[src/rtl/inst_fetch.sv]
// Instruction fetch stage: owns the program counter, fetches one word at a time
// from a variable-latency instruction memory over a req/ack handshake, buffers
// it, and presents it on the ir bus when ctrl asks for it. Redirects squash any
// fetch whose address has become stale.
module inst_fetch #(
  parameter int                ADDR_W   = 16,
  parameter int                DATA_W   = 32,
  parameter logic [ADDR_W-1:0] RESET_PC = '0
) (
  input  logic              clk,
  input  logic              rst_f,
  input  logic              fetch_en,
  input  logic              pc_write,
  input  logic              pc_sel,
  input  logic [ADDR_W-1:0] br_addr,
  input  logic              ir_load,
  output logic              im_req,
  output logic [ADDR_W-1:0] im_addr,
  input  logic              im_ack,
  input  logic [DATA_W-1:0] im_rdata,
  output logic [ADDR_W-1:0] pc,
  output logic [DATA_W-1:0] ir,
  output logic              ir_valid,
  output logic              busy
);

  typedef enum logic [1:0] {
    IDLE = 2'd0,
    REQ  = 2'd1,
    FULL = 2'd2
  } fetchState_t;

  fetchState_t       state;
  fetchState_t       stateNext;
  logic              stale;
  logic [DATA_W-1:0] bufWord;

  logic [ADDR_W-1:0] pcNext;
  logic              redirect;
  logic              loadAddr;
  logic              loadBuf;
  logic              loadIr;
  logic              setStale;
  logic              clrStale;

  // Next PC: increment wraps naturally at the top of the address space.
  always_comb begin
    pcNext   = pc;
    redirect = pc_write && pc_sel;
    if (pc_write) begin
      pcNext = pc_sel ? br_addr : pc + ADDR_W'(1);
    end
  end

  // Next-state and datapath-enable decode for the fetch FSM.
  always_comb begin
    // NOTE: every output of this block gets a default first so no path leaves
    // it unassigned, which would otherwise infer a latch.
    stateNext = state;
    loadAddr  = 1'b0;
    loadBuf   = 1'b0;
    loadIr    = 1'b0;
    setStale  = 1'b0;
    clrStale  = 1'b0;
    unique case (state)
      IDLE: begin
        // An ack arriving here belongs to nothing we asked for; ignore it.
        if (fetch_en) begin
          loadAddr  = 1'b1;
          stateNext = REQ;
        end
      end
      REQ: begin
        if (im_ack) begin
          if (!stale && !redirect) begin
            loadBuf   = 1'b1;
            stateNext = FULL;
          end else begin
            // Data is for an abandoned address: re-issue at the new PC at once.
            loadAddr = 1'b1;
            clrStale = 1'b1;
          end
        end else if (redirect) begin
          setStale = 1'b1;
        end
      end
      FULL: begin
        if (ir_load) begin
          // A simultaneous redirect still lets the buffered word through.
          loadIr    = 1'b1;
          stateNext = IDLE;
        end else if (redirect) begin
          stateNext = IDLE;
        end
        if ((ir_load || redirect) && fetch_en) begin
          loadAddr  = 1'b1;
          stateNext = REQ;
        end
      end
      default: stateNext = IDLE;
    endcase
  end

  // State, PC and fetch-address registers.
  always_ff @(posedge clk or posedge rst_f) begin
    if (rst_f) begin
      state   <= IDLE;
      pc      <= RESET_PC;
      im_addr <= '0;
      stale   <= 1'b0;
    end else begin
      // NOTE: non-blocking assignments so every register samples the values
      // from before this edge, regardless of statement order.
      state <= stateNext;
      pc    <= pcNext;
      if (loadAddr) im_addr <= pcNext;
      if (setStale)      stale <= 1'b1;
      else if (clrStale) stale <= 1'b0;
    end
  end

  // Fetched-word buffer and the instruction register it feeds.
  always_ff @(posedge clk or posedge rst_f) begin
    if (rst_f) begin
      bufWord  <= '0;
      ir       <= '0;
      ir_valid <= 1'b0;
    end else begin
      if (loadBuf) bufWord <= im_rdata;
      if (loadIr)  ir      <= bufWord;
      ir_valid <= loadIr;
    end
  end

  assign im_req = (state == REQ);
  assign busy   = (state == REQ);

endmodule

[config.mk]
export PLATFORM = sky130hd
export DESIGN_NAME = inst_fetch
export DESIGN_NICKNAME = d
export VERILOG_FILES = /design/src/rtl/inst_fetch.sv
export SDC_FILE = /design/constraint.sdc
export NUM_CORES = 1
export LEC_CHECK = 0
export CORE_ASPECT_RATIO = 0.8
export CORE_UTILIZATION = 40
export DETAILED_ROUTE_END_ITERATION = 10
export DONT_BUFFER_PORTS = 1
export PLACE_DENSITY = 0.61
export RECOVER_POWER = 50
export SETUP_SLACK_MARGIN = 0.05
export SYNTH_ARGS = -nofsm -noshare
export SYNTH_HDL_FRONTEND = slang
export SYNTH_SLANG_ARGS = --single-unit
[constraint.sdc]
create_clock -name clk -period 7.6 [get_ports clk]
set_input_delay 1.9 -clock clk [delete_from_list [all_inputs] [get_ports clk]]
set_output_delay 1.9 -clock clk [all_outputs]
set_load 0.02 [all_outputs]
==> flow_summary.yaml, run 1 <==
power:
  power_density_nw_per_um2: 417.4
  ir_drop_mv: 0.2109
  internal_power_mw: 1.213
  cellLeakagePower_nw: 2.111
  p_sw_mw: 0.7246
  swShare_pct: 37.40
  clockPowerShare_pct: 24.3
  power.total_mw: 1.938
  combPwrFrac_pct: 19.8
  pwr-share-seq_pct: 55.9
cells_and_area:
  fillers: 955
  antenna_cells: 0
  fin_nets: 437
  register_area_um2: 2502
  drive_gt1_share_pct: 17.88
  area_growth_pct: 8.861
  post-route-util_pct: 44.97
  multi_input_area_um2: 1622
detailed_routing:
  dr_total_vias: 2855
  drt-pass1-iter-count: 4
  vias_per_cell: 5.428
  first_iter_violations: 180
  post_drt_wl_per_cell_um: 17.67
  antenna_left: 0
  drc: 0
  drt-total-wl_mm: 9.294
clock_network:
  postCtsHoldBufs: 0
  clock_path_buffers: 2
  worstSkewPairLatency_ps: 350
  root_buffer: "clkbuf_16"
  clkSinkCount: 100
  cts_tree: "built"
  htree_levels: 3
  post_cts_buffers: 0
  clk_pin_slew_ps: 70
  cts_resized: 0
  cts_made_buffers: 9
setup_path:
  critPathKind: "register to primary output"
  crit_slowest_cell: "nor2b_1"
  cp-end-kind: "primary output"
  cp-start-kind: "register"
  critical-path-top-delay-family: "simple AND/OR/NAND/NOR gates"
  path_max_fanout: 7
  path_buf_inv: 0
  worstPathCellList: "nor2b_1"
  crit_path_max_incr_delay_ps: 870
  required_ps: 5700
  cp.arrival_ps: 1620
global_routing:
  first_global_vias: 2897
  gr-total-overflow: 0
  grt_usage_pct: 17.69
  antenna_found_initial: 1
  grt_pass1_wl_mm: 15.10
  grt_max_degree: 52
flow_run:
  max_cap_viol_count: 1
synthesis:
  yosys.area.top_type: "dfrtp_1"
  yosysTopAreaCellShare_pct: 58.69
  syn_avg_cell_area_um2: 10.91
  synth.most_common_cell: "nand2_1"
  synthDistinctLibCells: 42
  synth_area_leaders: "dfrtp_1, mux2_2, nand2_1"
  syn-instance-count: 391
  ys_warn_count: 0
  synth_fp_nets: 447
  mappedNetlistArea_um2: 4264
  ys.flop_type: "dfrtp_1"
  ys_seq_area_share_pct: 58.69
  synth_common_cells: "nand2_1, dfrtp_1, mux2_2"
  ys_seq_elements: 100
  synth_edf_count: 0
  async_flop_share_pct: 100.0
worst_hold_path:
  min_path_type: "register to register"
placement:
  place_congestion: 0.8406
  dp_hpwl_mm: 6.157
  portBuffers: 0
  pre_cts_slack_ps: 3975
status:
  status: "finished, violations left"
  violations: "capacitance limit, slew limit"
timing:
  fmax_mhz: 283.9
  skew_ps: 5.483
  timing.final.ws_setup_ps: 4078
  finalHoldViolCount: 0
  rsz0062_at_grt: "no"
  worst_pin_slew_ps: 2117
  max_slew_margin_pct: -41.90
  finalCriticalPeriod_ps: 3522
  tns_ps: 0
  maxSlewViolCount: 51
  setup_viol: 0
  fin_crit_sh_pct: 46.34
floorplanning:
  io_pins: 122
  core_um2: 10320
  dieArea_um2: 11080
  rows: 33
  start_util_pct: 41.31
  fp.dieW_um: 117.4
  dieHeight_um: 94.35
[cells by family after synthesis]
family / count (synthesis) / share of synthesized area, %
and+or+nand+nor: 164 / 16.96
DFF: 100 / 58.69
muxes: 51 / 13.26
AOI/OAI and AO/OA: 47 / 7.541
buffers and inverters: 28 / 3.257
adders and majority gates: 1 / 0.2934
[state kept, by name (all words and copies together) (netlist names)]
name / flops
im_addr: 16
ir: 32
state: 2
bufWord: 32
ir_valid: 1
pc: 16
stale: 1
[final timing paths]
kind,startpoint,end,slack [ps],depth (start not counted)
worst max-delay path,state[1]$_DFFE_PP0P_,busy,4080,1
worst min-delay path,bufWord[8]$_DFFE_PP0P_,ir[8]$_DFFE_PP0P_,460,2
worst max register to register,state[1]$_DFFE_PP0P_,bufWord[15]$_DFFE_PP0P_,4750,3
worst min register to register,bufWord[8]$_DFFE_PP0P_,ir[8]$_DFFE_PP0P_,460,2
max in group asynchronous,rst_f,im_addr[12]$_DFFE_PP0P_,4160,2
min in group asynchronous,rst_f,ir[27]$_DFFE_PP0P_,1980,1
[per-stage QoR]
| step | cells | instance area, um^2 | hold WS (ps) |
|---|---|---|---|
| final | 526 | 4642 | 464.7 |
| after CTS | 526 | 4649 | 468.0 |
| after detailed placement | 510 | 4342 | 449.5 |
| after global routing | 526 | 4642 | 475.3 |
| after global placement | 510 | 4342 | 442.6 |
| after floorplan | 391 | 4264 | 433.1 |
[layout make-up]
class | instances | area share (%)
well taps | 140 | 3.774
flip-flops and latches | 100 | 53.91
clock buffers | 9 | 4.852
clock inverters | 7 | 1.779
inverters | 5 | 0.4313
repair buffers | 2 | 0.3235
multi-input cells | 263 | 34.93
[worst min-delay path, cell delays in order, from the launching register on]
cell and delay, ps:
dfrtp_1 340, nand2_1 50, nand2_1 50
[power by group through the flow]
stage               registers (mW)  clock network [mW]  logic [mW]
detailed placement            1.09                   0       0.393
global route                  1.12               0.505       0.439
finish                        1.08               0.471       0.383
floorplan                     1.03                   0       0.359
CTS                           1.09               0.485       0.393
global placement              1.09                   0       0.372
[per-layer routing]
layer	share of wire, %	GRT usage [%]	vias to the layer above	wire, um
li1	-	-	1322	-
met1	40	19.98	1389	3714
met2	47	28.85	127	4368
met3	12	10.57	15	1085
met4	1.2	3.896	2	115
met5	0.11	0	-	10
[cell usage in the layout, fill, tap and decap left out, types with 3 or more instances in the layout]
| master | instances |
|---|---|
| a21oi_1 | 14 |
| clkbuf_16 | 9 |
| dfrtp_1 | 100 |
| inv_1 | 4 |
| mux2_2 | 44 |
| mux2i_1 | 7 |
| nand2_1 | 110 |
| nand3_1 | 11 |
| nand3b_1 | 3 |
| nand4_1 | 6 |
| nor2_1 | 13 |
| nor3_1 | 4 |
| nor4_1 | 3 |
| o22ai_1 | 10 |
| o31ai_1 | 4 |
No activity file was read; power rests on OpenSTA's default activity.
==> inputs of run 2 (changes only) <==
ABC_AREA = 1   (was default)
clock period = 3.4 ns   (was 7.6 ns; I/O delays follow)
==> run 2 against run 1 <==
- the run still ends with capacitance limit, slew limit left
- non-clock buffer count up 1
- critical endpoint is now bufWord[0]$_DFFE_PP0P_
- clock skew up 3.5 ps
- total power up 120%
- design area up 1.3%
- largest power group unchanged
- flip-flop and latch count unchanged
==> flow_summary.yaml, run 2 <==
detailed_routing:
  drt-pass1-iter-count: 4
  drc: 0
  vias_per_cell: 4.940
  antenna_left: 0
  first_iter_violations: 223
  post_drt_wl_per_cell_um: 14.65
  drt-total-wl_mm: 9.478
  dr_total_vias: 3196
timing:
  setup_viol: 0
  finalCriticalPeriod_ps: 2301
  fmax_mhz: 434.5
  max_slew_margin_pct: -17.90
  fin_crit_sh_pct: 67.69
  timing.final.ws_setup_ps: 1099
  whs_ps: 520.0
  finalHoldViolCount: 0
  worst_pin_slew_ps: 1764
  rsz0062_at_grt: "no"
  tns_ps: 0
  skew_ps: 8.968
  maxSlewViolCount: 66
worst_hold_path:
  holdPathStages: 2
  hold_end: "bufWord[21]$_DFFE_PP0P_"
  min_path_type: "register to register"
  min-delay-start: "bufWord[21]$_DFFE_PP0P_"
cells_and_area:
  layout_commonest_cell: "nand2_1"
  largestRegisters: "bufWord: 32 flops, ir: 32 flops"
  final_cell_mix: "nand2_1, dfrtp_1, o21ai_0, inv_1, nor2_1"
  area_growth_pct: 9.215
  antenna_cells: 0
  post-route-util_pct: 45.36
  final_cells: 647
  drive_gt1_share_pct: 5.523
  fin_nets: 558
  final_cell_area_um2: 4701
  fillers: 1052
global_routing:
  grt_pass1_wl_mm: 15.47
  gr-total-overflow: 0
  grt_usage_pct: 17.73
  first_global_vias: 2950
  antenna_found_initial: 0
  grt_max_degree: 66
floorplanning:
  start_util_pct: 41.53
  core_um2: 10360
  rows: 33
  dieArea_um2: 11180
  dieHeight_um: 94.78
  fp.dieW_um: 118.0
  io_pins: 122
synthesis:
  synth_top_family_by_area: "simple AND/OR/NAND/NOR gates"
  synthSimpleGateAreaFrac_pct: 22.94
  synth_area_leaders: "dfrtp_1, nand2_1, o21ai_0"
  synthMuxAreaShare_pct: 0
  synthXorXnorAreaFrac_pct: 0
  mappedNetlistArea_um2: 4304
  ys_seq_elements: 100
  yosys.area.top_type: "dfrtp_1"
  synth.most_common_cell: "nand2_1"
  ys.flop_type: "dfrtp_1"
  yosysTopAreaCellShare_pct: 58.14
  synthAdderAreaFrac_pct: 0.2907
  ys_seq_area_share_pct: 58.14
  synth_edf_count: 0
  ys_warn_count: 0
  async_flop_share_pct: 100.0
  synth_common_cells: "nand2_1, dfrtp_1, o21ai_0"
  synthDistinctLibCells: 32
  synth_compound_area_share_pct: 10.64
  syn-instance-count: 507
  syn_avg_cell_area_um2: 8.489
  synth_fp_nets: 563
clock_network:
  root_buffer: "clkbuf_16"
  clk_pin_slew_ps: 70
  htree_levels: 3
  worstSkewPairLatency_ps: 340
  post_cts_buffers: 0
  clkSinkCount: 100
  postCtsHoldBufs: 0
  cts_made_buffers: 9
  cts_resized: 0
  clock_path_buffers: 2
  cts_tree: "built"
placement:
  placed_area_um2: 4413
  placed_cells: 631
  place_congestion: 0.8538
  portBuffers: 0
  dp_hpwl_mm: 6.802
  pre_cts_slack_ps: 1280
status:
  violations: "capacitance limit, slew limit"
  status: "finished, violations left"
setup_path:
  path_buf_inv: 2
  worst_r2r_startpoint: "state[1]$_DFFE_PP0P_"
  cp-end-kind: "asynchronous set/reset pin"
  r2r_slack_ps: 1160
  critPathLaunch: "rst_f"
  crit_slowest_cell: "clkbuf_2"
  cp.arrival_ps: 2550
  r2r-end: "ir[26]$_DFFE_PP0P_"
  cp-start-kind: "input pin"
  reg2regPathDepth: 4
  critPathKind: "input pin to asynchronous set/reset pin"
  crit_path_max_incr_delay_ps: 1070
  path_max_fanout: 52
  worstPathCellList: "clkinvlp_2, clkbuf_2"
  critical-path-top-delay-family: "buffers and inverters"
  required_ps: 3650
power:
  p_sw_mw: 1.629
  power_density_nw_per_um2: 900.3
  power.total_mw: 4.232
  ir_drop_mv: 0.3574
  clockPowerShare_pct: 26.3
  cellLeakagePower_nw: 2.290
  pwr-share-seq_pct: 54.4
  combPwrFrac_pct: 19.3
  swShare_pct: 38.50
  internal_power_mw: 2.603
flow_run:
  max_cap_viol_count: 1
run 2: cell count changes in the layout (fill, tap and decap cells not counted), moves of 4 or more:
cell / previous run / this run
a21oi_1: 14 / 2
inv_1: 4 / 60
mux2_2: 44 / 0
mux2i_1: 7 / 0
nand2_1: 110 / 166
nand3_1: 11 / 23
nor2_1: 13 / 32
o21ai_0: 2 / 72
o21ai_1: 0 / 4
o22ai_1: 10 / 0
o31ai_1: 4 / 0
run 2: power groups by stage:
stage	combinational, mW	sequential (mW)	clock, mW
5_1_grt	0.987	2.36	1.19
3_5_place_dp	0.842	2.33	0
6_report	0.817	2.30	1.11
2_1_floorplan	0.717	2.22	0
4_1_cts	0.845	2.31	1.14
3_3_place_gp	0.805	2.32	0
run 2: layout make-up:
class | instances | area [um^2] | share of cell area (%)
flip-flops and latches | 100 | 2502 | 53.23
multi-input cells | 325 | 1438 | 30.58
clock buffers | 10 | 239.0 | 5.084
inverters | 63 | 237.7 | 5.057
well taps | 140 | 175.2 | 3.726
clock inverters | 6 | 92.59 | 1.970
repair buffers | 3 | 16.27 | 0.3460
run 2: logic make-up after synthesis:
family,after synthesis
AND/OR/NAND/NOR,237
flip-flops,100
AO/OA/AOI/OAI,87
buffers and inverters,82
adder cells (fa/ha/maj),1
run 2: worst register-to-register path: cells and delay by family, from the launching register on:
kind | cells | cell delay (ps)
AO/OA/AOI/OAI | 1 | 240
buffers and inverters | 1 | 100
AND/OR/NAND/NOR | 2 | 1310
flip-flops | 1 | 400
run 2: per-layer routing:
layer  up-vias  share of wire (%)  global-route usage (%)  routed length, um
met4         0                1.4                   5.449                131
met1      1503                 48                   24.90               4548
met5         -                  0                       0                  0
met2        99                 43                   25.74               4083
li1       1580                  -                       -                  -
met3        14                7.5                   5.978                714
run 2: worst max path at each step:
stage	end	slack, ps	cells past startpoint
detailed placement	im_addr[5]$_DFFE_PP0P_	1280	9
finish	bufWord[0]$_DFFE_PP0P_	1100	2
CTS	im_req	1290	3
floorplan	bufWord[0]$_DFFE_PP0P_	1360	1
global route	ir[6]$_DFFE_PP0P_	680	2
global placement	im_addr[5]$_DFFE_PP0P_	1330	8
==> inputs of run 3 (changes only) <==
PLACE_DENSITY = 0.63   (was 0.61)
clock period = 1.8 ns   (was 3.4 ns; I/O delays follow)
==> run 3 against run 2 <==
- the flow now finishes without violations
- largest cell class unchanged
- register-to-register slack worse by 950 ps
- clock skew is 3.1 ps lower
- largest power group unchanged
- critical path type is now register to primary output
- flip-flop and latch count did not move
==> flow_summary.yaml, run 3 (synthesis results as in run 2) <==
status:
  status: "complete, no violations"
placement:
  pre_cts_slack_ps: 154.2
  dp_hpwl_mm: 7.060
  place_congestion: 0.9013
  portBuffers: 0
power:
  power_density_nw_per_um2: 1696
  combPwrFrac_pct: 21.6
  clockPowerShare_pct: 26.8
  ir_drop_mv: 0.8114
  swShare_pct: 38.18
  cellLeakagePower_nw: 2.379
  p_sw_mw: 3.158
  pwr-share-seq_pct: 51.7
  power.total_mw: 8.273
  internal_power_mw: 5.115
setup_path:
  critPathKind: "register to primary output"
  required_ps: 1350
  cp-end-kind: "primary output"
  critical-path-top-delay-family: "flip-flops"
  critPathLaunch: "state[1]$_DFFE_PP0P_"
  cp.arrival_ps: 1190
  worst_r2r_startpoint: "pc[7]$_DFF_PP0_"
  crit_path_max_incr_delay_ps: 370
  worstPathCellList: "inv_1, nand2_1, clkinvlp_4"
  cp-start-kind: "register"
  path_depth: 3
  crit_slowest_cell: "dfrtp_1"
  path_buf_inv: 2
  reg2regPathDepth: 9
  path_max_fanout: 4
clock_network:
  htree_levels: 3
  worstSkewPairLatency_ps: 330
  cts_made_buffers: 9
  root_buffer: "clkbuf_16"
  cts_tree: "built"
  cts_resized: 0
  clock_path_buffers: 2
  clkSinkCount: 100
  postCtsHoldBufs: 0
  post_cts_buffers: 0
  clk_pin_slew_ps: 70
timing:
  max_slew_margin_pct: 17.13
  finalCriticalPeriod_ps: 1638
  skew_ps: 5.867
  fin_crit_sh_pct: 90.99
  fmax_mhz: 610.6
  timing.final.ws_setup_ps: 162.2
  tns_ps: 0
  finalHoldViolCount: 0
  rsz0062_at_grt: "no"
  setup_viol: 0
  maxSlewViolCount: 0
  worst_pin_slew_ps: 1243
detailed_routing:
  antenna_left: 0
  drc: 0
  vias_per_cell: 5.060
  drt-pass1-iter-count: 4
  first_iter_violations: 185
  post_drt_wl_per_cell_um: 15.13
  dr_total_vias: 3350
  drt-total-wl_mm: 10.02
floorplanning:
  dieHeight_um: 94.78
  fp.dieW_um: 118.0
  rows: 33
  start_util_pct: 41.53
  io_pins: 122
  dieArea_um2: 11180
  core_um2: 10360
cells_and_area:
  final_cell_mix: "nand2_1, dfrtp_1, o21ai_0, inv_1, nor2_1"
  post-route-util_pct: 47.07
  fin_nets: 573
  antenna_cells: 0
  drive_gt1_share_pct: 9.770
  layout_commonest_cell: "nand2_1"
  area_growth_pct: 13.34
  largestRegisters: "bufWord: 32 flops, ir: 32 flops"
global_routing:
  first_global_vias: 3137
  grt_pass1_wl_mm: 16.02
  gr-usage-met1_pct: 25.07
  grt.busiest_layer: "met2"
  grt_usage_pct: 18.36
  gr-total-overflow: 0
  grt_use_met2_pct: 26.47
  antenna_found_initial: 0
  grt_max_degree: 65
  use_met3_pct: 7.126
worst_hold_path:
  min_path_type: "input pin to register"
  min-delay-start: "im_rdata[29]"
  holdPathStages: 2
flow_run:
  max_cap_viol_count: 0
==> run 3: worst paths after layout <==
path                       slack, ps                      end
min reg2reg                      520  bufWord[17]$_DFFE_PP0P_
max in group asynchronous        530          pc[4]$_DFF_PP0_
min                              240  bufWord[29]$_DFFE_PP0P_
max reg2reg                      210  im_addr[15]$_DFFE_PP0P_
min in group asynchronous        430       ir[22]$_DFFE_PP0P_
max                              160                     busy
==> run 3: through the flow <==
stage	area (um^2)	hold slack [ps]	cells
6_report	4878	237.5	662
5_1_grt	4878	225.0	662
4_1_cts	4896	54.72	662
3_5_place_dp	4551	425.9	646
3_3_place_gp	4551	419.4	646
2_1_floorplan	4308	483.4	507
==> run 3: worst reg2reg max path, delay by kind of cell, from the launching register on <==
family	cells	cell delay, ps
flops	1	530
simple gates	8	780
compound gates	1	180
==> run 3: power groups by stage <==
stage                     Sequential, mW  Combinational (mW)  Clock (mW)
after global routing                4.39                2.09        2.35
after global placement              4.30                1.72           0
after floorplan                     4.20                1.35           0
after detailed placement            4.32                1.80           0
after CTS                           4.29                1.81        2.29
final                               4.28                1.78        2.21
==> run 3: final cells by class <==
type,instances,area [um^2]
Inverter,63,241.5
Fill cell,1002,5485
Clock buffer,9,225.2
Sequential cell,100,2504
Tap cell,140,175.2
Multi-Input combinational cell,325,1458
Clock inverter,7,120.1
Timing Repair Buffer,18,155.1
==> run 3: layer usage <==
| layer | up-vias | routed length (um) |
|---|---|---|
| li1 | 1619 | - |
| met1 | 1590 | 4689 |
| met2 | 131 | 4254 |
| met3 | 10 | 939 |
| met4 | 0 | 135 |
| met5 | - | 0 |
